**config.mk**
```make
export PLATFORM = sky130hd
export DESIGN_NAME = ins_unswap
export DESIGN_NICKNAME = d
export VERILOG_FILES = /design/src/rtl/ins_unswap.sv
export SDC_FILE = /design/constraint.sdc
export NUM_CORES = 1
export LEC_CHECK = 0
export CORE_MARGIN = 1
export CORE_UTILIZATION = 42
export DETAILED_ROUTE_END_ITERATION = 8
export GPL_TIMING_DRIVEN = 0
export HOLD_SLACK_MARGIN = 0.02
export PLACE_DENSITY = 0.77
export SLEW_MARGIN = 20
export SYNTH_ARGS = -nofsm -noshare
export SYNTH_HDL_FRONTEND = slang
export SYNTH_SLANG_ARGS = --single-unit
```
**constraint.sdc**
```tcl
create_clock -name clk -period 2.75 [get_ports clk]
set_clock_uncertainty 0.1 [all_clocks]
set_input_delay 0.275 -clock clk [delete_from_list [all_inputs] [get_ports clk]]
set_output_delay 0.275 -clock clk [all_outputs]
set_load 0.02 [all_outputs]
```
**src/rtl/ins_unswap.sv**
```systemverilog
// Result-bundle lane un-permutation with an in-order swap-tag FIFO and a registered writeback stage.
// Optional UNSWAP_ERR_EN: compiles in the sticky unexpected-result detector.
module ins_unswap #(
  parameter int DATA_W = 8,
  parameter int DES    = 4,
  parameter int DEPTH  = 4
) (
  input  logic                     clk,
  input  logic                     rst,
  input  logic                     issue_vld,
  input  logic [3:0]               issue_swap,
  output logic                     issue_rdy,
  input  logic                     res_vld,
  output logic                     res_rdy,
  input  logic [3:0]               res_lane_vld,
  input  logic [4*DES-1:0]         res_des,
  input  logic [4*DATA_W-1:0]      res_data,
  output logic                     wb_vld,
  input  logic                     wb_rdy,
  output logic [3:0]               wb_lane_vld,
  output logic [4*DES-1:0]         wb_des,
  output logic [4*DATA_W-1:0]      wb_data,
  output logic [$clog2(DEPTH):0]   pending,
  output logic                     unexp_res
);

  localparam int AW = $clog2(DEPTH);
  localparam int CW = AW + 1;
  localparam logic [CW-1:0] FULL_CNT = CW'(DEPTH);

  logic [3:0]          tag_mem [DEPTH];
  logic [AW-1:0]       wr_ptr;
  logic [AW-1:0]       rd_ptr;
  logic [CW-1:0]       count;
  logic                push;
  logic                pop;
  logic [3:0]          cur_tag;
  logic [1:0]          src [4];
  logic [3:0]          nxt_lane_vld;
  logic [4*DES-1:0]    nxt_des;
  logic [4*DATA_W-1:0] nxt_data;

  assign issue_rdy = !rst && (count != FULL_CNT);
  assign res_rdy   = (count != '0) && (!wb_vld || wb_rdy);
  assign push      = issue_vld && issue_rdy;
  assign pop       = res_vld && res_rdy;
  assign pending   = count;
  assign cur_tag   = tag_mem[rd_ptr];

  always_ff @(posedge clk) begin
    if (push) tag_mem[wr_ptr] <= issue_swap;
  end

  always_ff @(posedge clk) begin
    if (rst) begin
      wr_ptr <= '0;
      rd_ptr <= '0;
      count  <= '0;
    end else begin
      if (push) wr_ptr <= wr_ptr + 1'b1;
      if (pop)  rd_ptr <= rd_ptr + 1'b1;
      case ({push, pop})
        2'b10:   count <= count + 1'b1;
        2'b01:   count <= count - 1'b1;
        default: count <= count;
      endcase
    end
  end

  // Every recognised pattern is a single transposition, so the issue-side
  // swap table doubles as its own inverse: src[j] names the input lane for output j.
  always_comb begin
    src[0] = 2'd0;
    src[1] = 2'd1;
    src[2] = 2'd2;
    src[3] = 2'd3;
    case (cur_tag)
      4'b1001: begin src[0] = 2'd3; src[3] = 2'd0; end
      4'b1100: begin src[0] = 2'd1; src[1] = 2'd0; end
      4'b1010: begin src[0] = 2'd2; src[2] = 2'd0; end
      default: ;
    endcase
  end

  always_comb begin
    nxt_lane_vld = '0;
    nxt_des      = '0;
    nxt_data     = '0;
    for (int unsigned j = 0; j < 4; j++) begin
      nxt_lane_vld[j]                = res_lane_vld[src[j]];
      nxt_des[j*DES +: DES]          = res_des[src[j]*DES +: DES];
      nxt_data[j*DATA_W +: DATA_W]   = res_data[src[j]*DATA_W +: DATA_W];
    end
  end

  always_ff @(posedge clk) begin
    if (rst) begin
      wb_vld      <= 1'b0;
      wb_lane_vld <= '0;
      wb_des      <= '0;
      wb_data     <= '0;
    end else if (pop) begin
      wb_vld      <= 1'b1;
      wb_lane_vld <= nxt_lane_vld;
      wb_des      <= nxt_des;
      wb_data     <= nxt_data;
    end else if (wb_rdy) begin
      wb_vld      <= 1'b0;
    end
  end

`ifdef UNSWAP_ERR_EN
  always_ff @(posedge clk) begin
    if (rst) begin
      unexp_res <= 1'b0;
    end else if (res_vld && (count == '0)) begin
      unexp_res <= 1'b1;
    end
  end
`else
  assign unexp_res = 1'b0;
`endif

endmodule

```
# Word level (Yosys, flattened, before mapping)
# Memories as Yosys holds them, arrays and structs flattened. A register that Yosys moved wholly into a read port is not among the register bits.
# Index checks and enable logic that the tools add are counted.
# word_totals
ramBits,16
word_cells,59
regBits,60
mem_count,1
in_bits,61
# mem_list
memory,words,width,rd,rd_ports_with_merged_regs,write_ports,line_no,source
tag_mem,4,4,1,1,1,31,logic [3:0] tag_mem [DEPTH];
# op_classes
reduce_logical,10
order_cmp,4
n_shift,8
muxes,19
add_sub_neg,4
eq_ne,6
# ops
cell,n
$shiftx 32x6->8,4
$shiftx 16x5->4,4
$eq 4x4->1 const B,3
$lt 2x3->1 const B,4
$mux 1,9
$bmux 1 s2,4
$mux 2,4
$pmux 2 s3,1
$pmux 3 s2,1
$add 2x1->2 const B,2
$logic_and 1x1->1,4
$reduce_bool 2->1,2
$add 3x1->3 const B,1
$ne 3x3->1 const B,1
$reduce_bool 3->1,1
$sub 3x1->3 const B,1
$eq 2x1->1 const B,1
$eq 2x2->1 const B,1
$logic_not 1->1,2
$logic_or 1x1->1,1

# Logic depth before layout (Yosys ltp)
# depth
ltp_word,6
ltp_mapped,12

# Least setup slack after synthesis
# OpenSTA, ideal clock, no wires.
# synth_path
path_kind,flip-flop to flip-flop
from,"reg count[0], in the netlist pending[0]"
to,"reg count[2], in the netlist pending[2]"
stages_incl_launch_ff,13
t_arrival_ns,2.968
t_required_ns,2.579
setup_slack_ns,-0.389
path_buffers,2
cell_sequence,dfxtp_1 nor3_1 nor2_1 nand2_1 inv_2 clkbuf_1 buf_1 ha_1 inv_1 fa_1 xor2_1 or3_1 a21oi_1
# synth_via
elab_chain_cells,5
word_cells_on_any_way,12
classes_between,add/sub: 2; eq/ne: 3; mux: 1; reduce/logical: 6
# synth_lines
element,line_no,source
from (decl),34,logic [CW-1:0] count;
from (signal assigned),63,2'b10: count <= count + 1'b1;
from (signal assigned),64,2'b01: count <= count - 1'b1;
from (signal assigned),65,default: count <= count;
$reduce_bool 3->1 *,44,assign res_rdy = (count != '0) && (!wb_vld || wb_rdy);
$logic_and 1x1->1 *,44,
net res_rdy,14,"output logic res_rdy,"
$logic_and 1x1->1 *,46,assign pop = res_vld && res_rdy;
net pop,36,logic pop;
$eq 2x1->1 or $eq 2x2->1 (tied branches),62,"case ({push, pop})"
$pmux 3 s2 or $reduce_bool 2->1 (tied branches),--,
# The timed path passes the listed nets; every way through them passes the cells marked *.
# A chain may end at the register's enable or synchronous reset.

# Final worst setup path
# layout_path
from,"reg count[0], in the netlist pending[0]"
to,"reg count[2], in the netlist pending[2]"
# layout_via
elab_chain_cells,5
word_cells_on_any_way,12
classes_between,add/sub: 2; eq/ne: 3; mux: 1; reduce/logical: 6
# layout_lines
element,line_no
$reduce_bool 3->1 *,44
$logic_and 1x1->1 *,44
$logic_and 1x1->1 *,46
net pop,36
$eq 2x1->1 or $eq 2x2->1 (tied branches),62
$pmux 3 s2 or $reduce_bool 2->1 (tied branches),--
# Marked as above.

==> impl_metrics.toml <==
[logic_synthesis]
ys_warn_count = 0
synth_edf_count = 16
synth_area_um2 = 3640
synth.avg_cell_area_um2 = 10.5
synth-seq-cells = 78
seq_area_frac_synth_pct = 47.2
async_flop_share_pct = 0
synth-main-ff-cell = "dfxtp_1"
synth_nets = 414
synth_cell_types = 36
netlist_instances = 347

[worst_setup_path]
r2r_cells = 11
path_max_fanout = 14
worstPathArrival_ns = 2.77
required_ns = 2.94
crit_type = "flop to flop"
cp-start-kind = "flop"
r2r_slack_ns = 0.17
crit_start = "pending[0]"
cp-endpoint = "pending[2]"
r2r_start = "pending[0]"
crit_path_end_kind = "flop"
r2r_end = "pending[2]"

[routing]
drtIter0Drc = 207
ant_nets = 0
finalWirelength_mm = 10.9
routedWlPerCell_um = 18.7
via_per_inst = 5.59
vias = 3263
drtPass1Iterations = 4
drc = 0

[cts]
cts.sinks = 78
htreeDepth = 3
cts_tree = "done"
cts_buffer_depth = 2
cts_hold_buf = 0
insertion_delay_ns = 0.36
clk_pin_slew_ns = 0.08
post_cts_buffers = 0
cts_buffers = 9
cts_root_buffer = "clkbuf_8"

[hold_path]
min_path_type = "input pin to flop"

[power]
vdd_drop_max_mv = 0.590
p_per_area_nw_per_um2 = 1050
p_leak_nw = 1.78

[placed_design]
gp_congestion = 0.915
hpwl_mm = 8.09
place_area_um2 = 4960
io_buffer_count = 117

[die]
die_w_um = 95.2
die-area_um2 = 9050
die_h_um = 95.2
start_util_pct = 43.9
rows = 33
core_um2 = 8300
top_level_ports = 120

[grt]
grt_pass1_wl_mm = 16.9
grtUsageTotal_pct = 25.0
overflow = 0
grt_max_degree = 15
antenna_found_initial = 0
first_global_vias = 3318

[final_layout]
fin_area_um2 = 5170
nets = 541
area_growth_pct = 41.8
n_antenna_cell = 0
drive_above_1_share_pct = 9.81
final_util_pct = 62.3

[flow_run]
cap_violations = 0

[sta]
slew_viol_final = 0
rsz0062_at_grt = "false"
hold_viol_final = 0
fmax_mhz = 388
tightest_slew_ns = 0.626
fin_tns_setup_ns = 0
fin_crit_ns = 2.58
timing.final.crit_share_pct = 93.8
relSlewSlack_pct = 58.2
finalSetupViolations = 0

[run_status]
run_status = "completed"
-- routing by layer --
metal  vias to the layer above  wire, um  GRT usage (%)
met1                      1557      4770           32.0
met4                         0       155           9.72
li1                       1532         -              -
met2                       157      5080           40.0
met3                        17       940           6.86
met5                         -         0              0
-- report_power, final --
| part | internal [mW] | switching, mW | total (mW) |
|---|---|---|---|
| Sequential | 1.52 | 0.229 | 1.75 |
| Combinational | 1.24 | 1.53 | 2.76 |
| Clock | 0.473 | 0.426 | 0.899 |
| Total | 3.23 | 2.18 | 5.41 |
-- flip-flops by register name (all words and copies together) (netlist names), named ones only --
signal	cells
wr_ptr	2
wb_data	32
pending	3
rd_ptr	2
wb_lane_vld	4
wb_vld	1
wb_des	16
tag_mem	16
-- Yosys cell counts, types with 2 or more instances --
cell type,n,share of area [%]
mux2i_1,39,11
a22o_1,13,3.1
xor2_1,3,0.72
nand2_1,17,1.8
nor2b_4,2,0.76
and3_1,4,0.69
edfxtp_1,16,13
nor2_1,62,6.4
mux4_2,4,2.5
xnor2_1,2,0.48
buf_12,2,1.1
a21oi_1,2,0.27
buf_6,2,0.62
o21ai_0,2,0.27
buf_4,4,0.82
inv_1,6,0.62
a211oi_1,45,9.3
and2_1,3,0.51
dfxtp_1,62,34
clkbuf_1,18,1.9
a221oi_1,13,3.1
buf_2,2,0.27
ha_1,5,1.7
a211oi_2,7,2.4
-- stage by stage --
| step | hold WS, ns | instances | total power, mW | setup WS, ns |
|---|---|---|---|---|
| 3_3_place_gp | 0.384 | 569 | 4.43 | -0.361 |
| 2_1_floorplan | 0.274 | 347 | 3.37 | 0.0273 |
| 4_1_cts | 0.335 | 584 | 5.39 | 0.0944 |
| 3_5_place_dp | 0.391 | 569 | 4.49 | -0.424 |
| 6_report | 0.361 | 584 | 5.41 | 0.170 |
| 5_1_grt | 0.380 | 584 | 5.72 | 0.00385 |
-- final cells by class --
| type | count | area, um2 |
|---|---|---|
| clock buffers | 11 | 153 |
| plain buffers | 28 | 174 |
| well taps | 105 | 131 |
| repair buffers | 117 | 1170 |
| fillers | 679 | 3130 |
| inverters | 7 | 31.3 |
| clock inverters | 5 | 56.3 |
| multi-input cells | 233 | 1730 |
| flip-flops and latches | 78 | 1730 |
-- critical path, stage by stage (launching register included) --
cell	delay (ns)
dfxtp_2	0.37
nor3_1	0.07
nor2_2	0.12
nand2_1	0.22
clkinv_4	0.19
buf_4	0.20
ha_1	0.21
inv_1	0.06
fa_1	0.37
xor2_1	0.15
or3_1	0.31
a21oi_1	0.14
-- repair_timing --
action | 4_1_cts | 5_1_grt
gates resized for setup | 1 | 3
endpoints found under the hold margin | 0 | 0
setup endpoints to repair | 1 | 2
-- cells by family (layout without fill, tap and decap cells) --
group,Yosys count,in the layout,share of synthesized area (%)
and+or+nand+nor,93,93,11.2
AOI/OAI and AO/OA,85,85,19.3
DFF,78,78,47.2
muxes,43,43,13.2
buffers and inverters,36,168,5.49
adders and majority gates,6,6,2.27
xor gates and xnor gates,5,5,1.20
other,1,1,0.103
-- how the worst min path moves through the flow --
| stage | startpoint | to | slack, ns | cells past startpoint |
|---|---|---|---|---|
| after floorplan | issue_swap[0] | tag_mem[0][0] | 0.27 | 0 |
| after global placement | pending[2] | pending[2] | 0.38 | 2 |
| after detailed placement | pending[2] | pending[2] | 0.39 | 2 |
| after CTS | rst | wr_ptr[1] | 0.34 | 2 |
| after global routing | rst | wr_ptr[1] | 0.38 | 2 |
| final | rst | wr_ptr[1] | 0.36 | 2 |
-- layout by cell type, fill, tap and decap left out, types with 13 or more instances in the layout --
| master | count |
|---|---|
| dfxtp_1 | 58 |
| edfxtp_1 | 16 |
| clkdlybuf4s50_1 | 117 |
| nor2_1 | 61 |
| mux2i_1 | 39 |
| a22o_1 | 13 |
| clkbuf_1 | 18 |
| a221oi_1 | 13 |
| nand2_1 | 17 |
| a211oi_1 | 45 |
No activity file was read; power rests on OpenSTA's default activity.
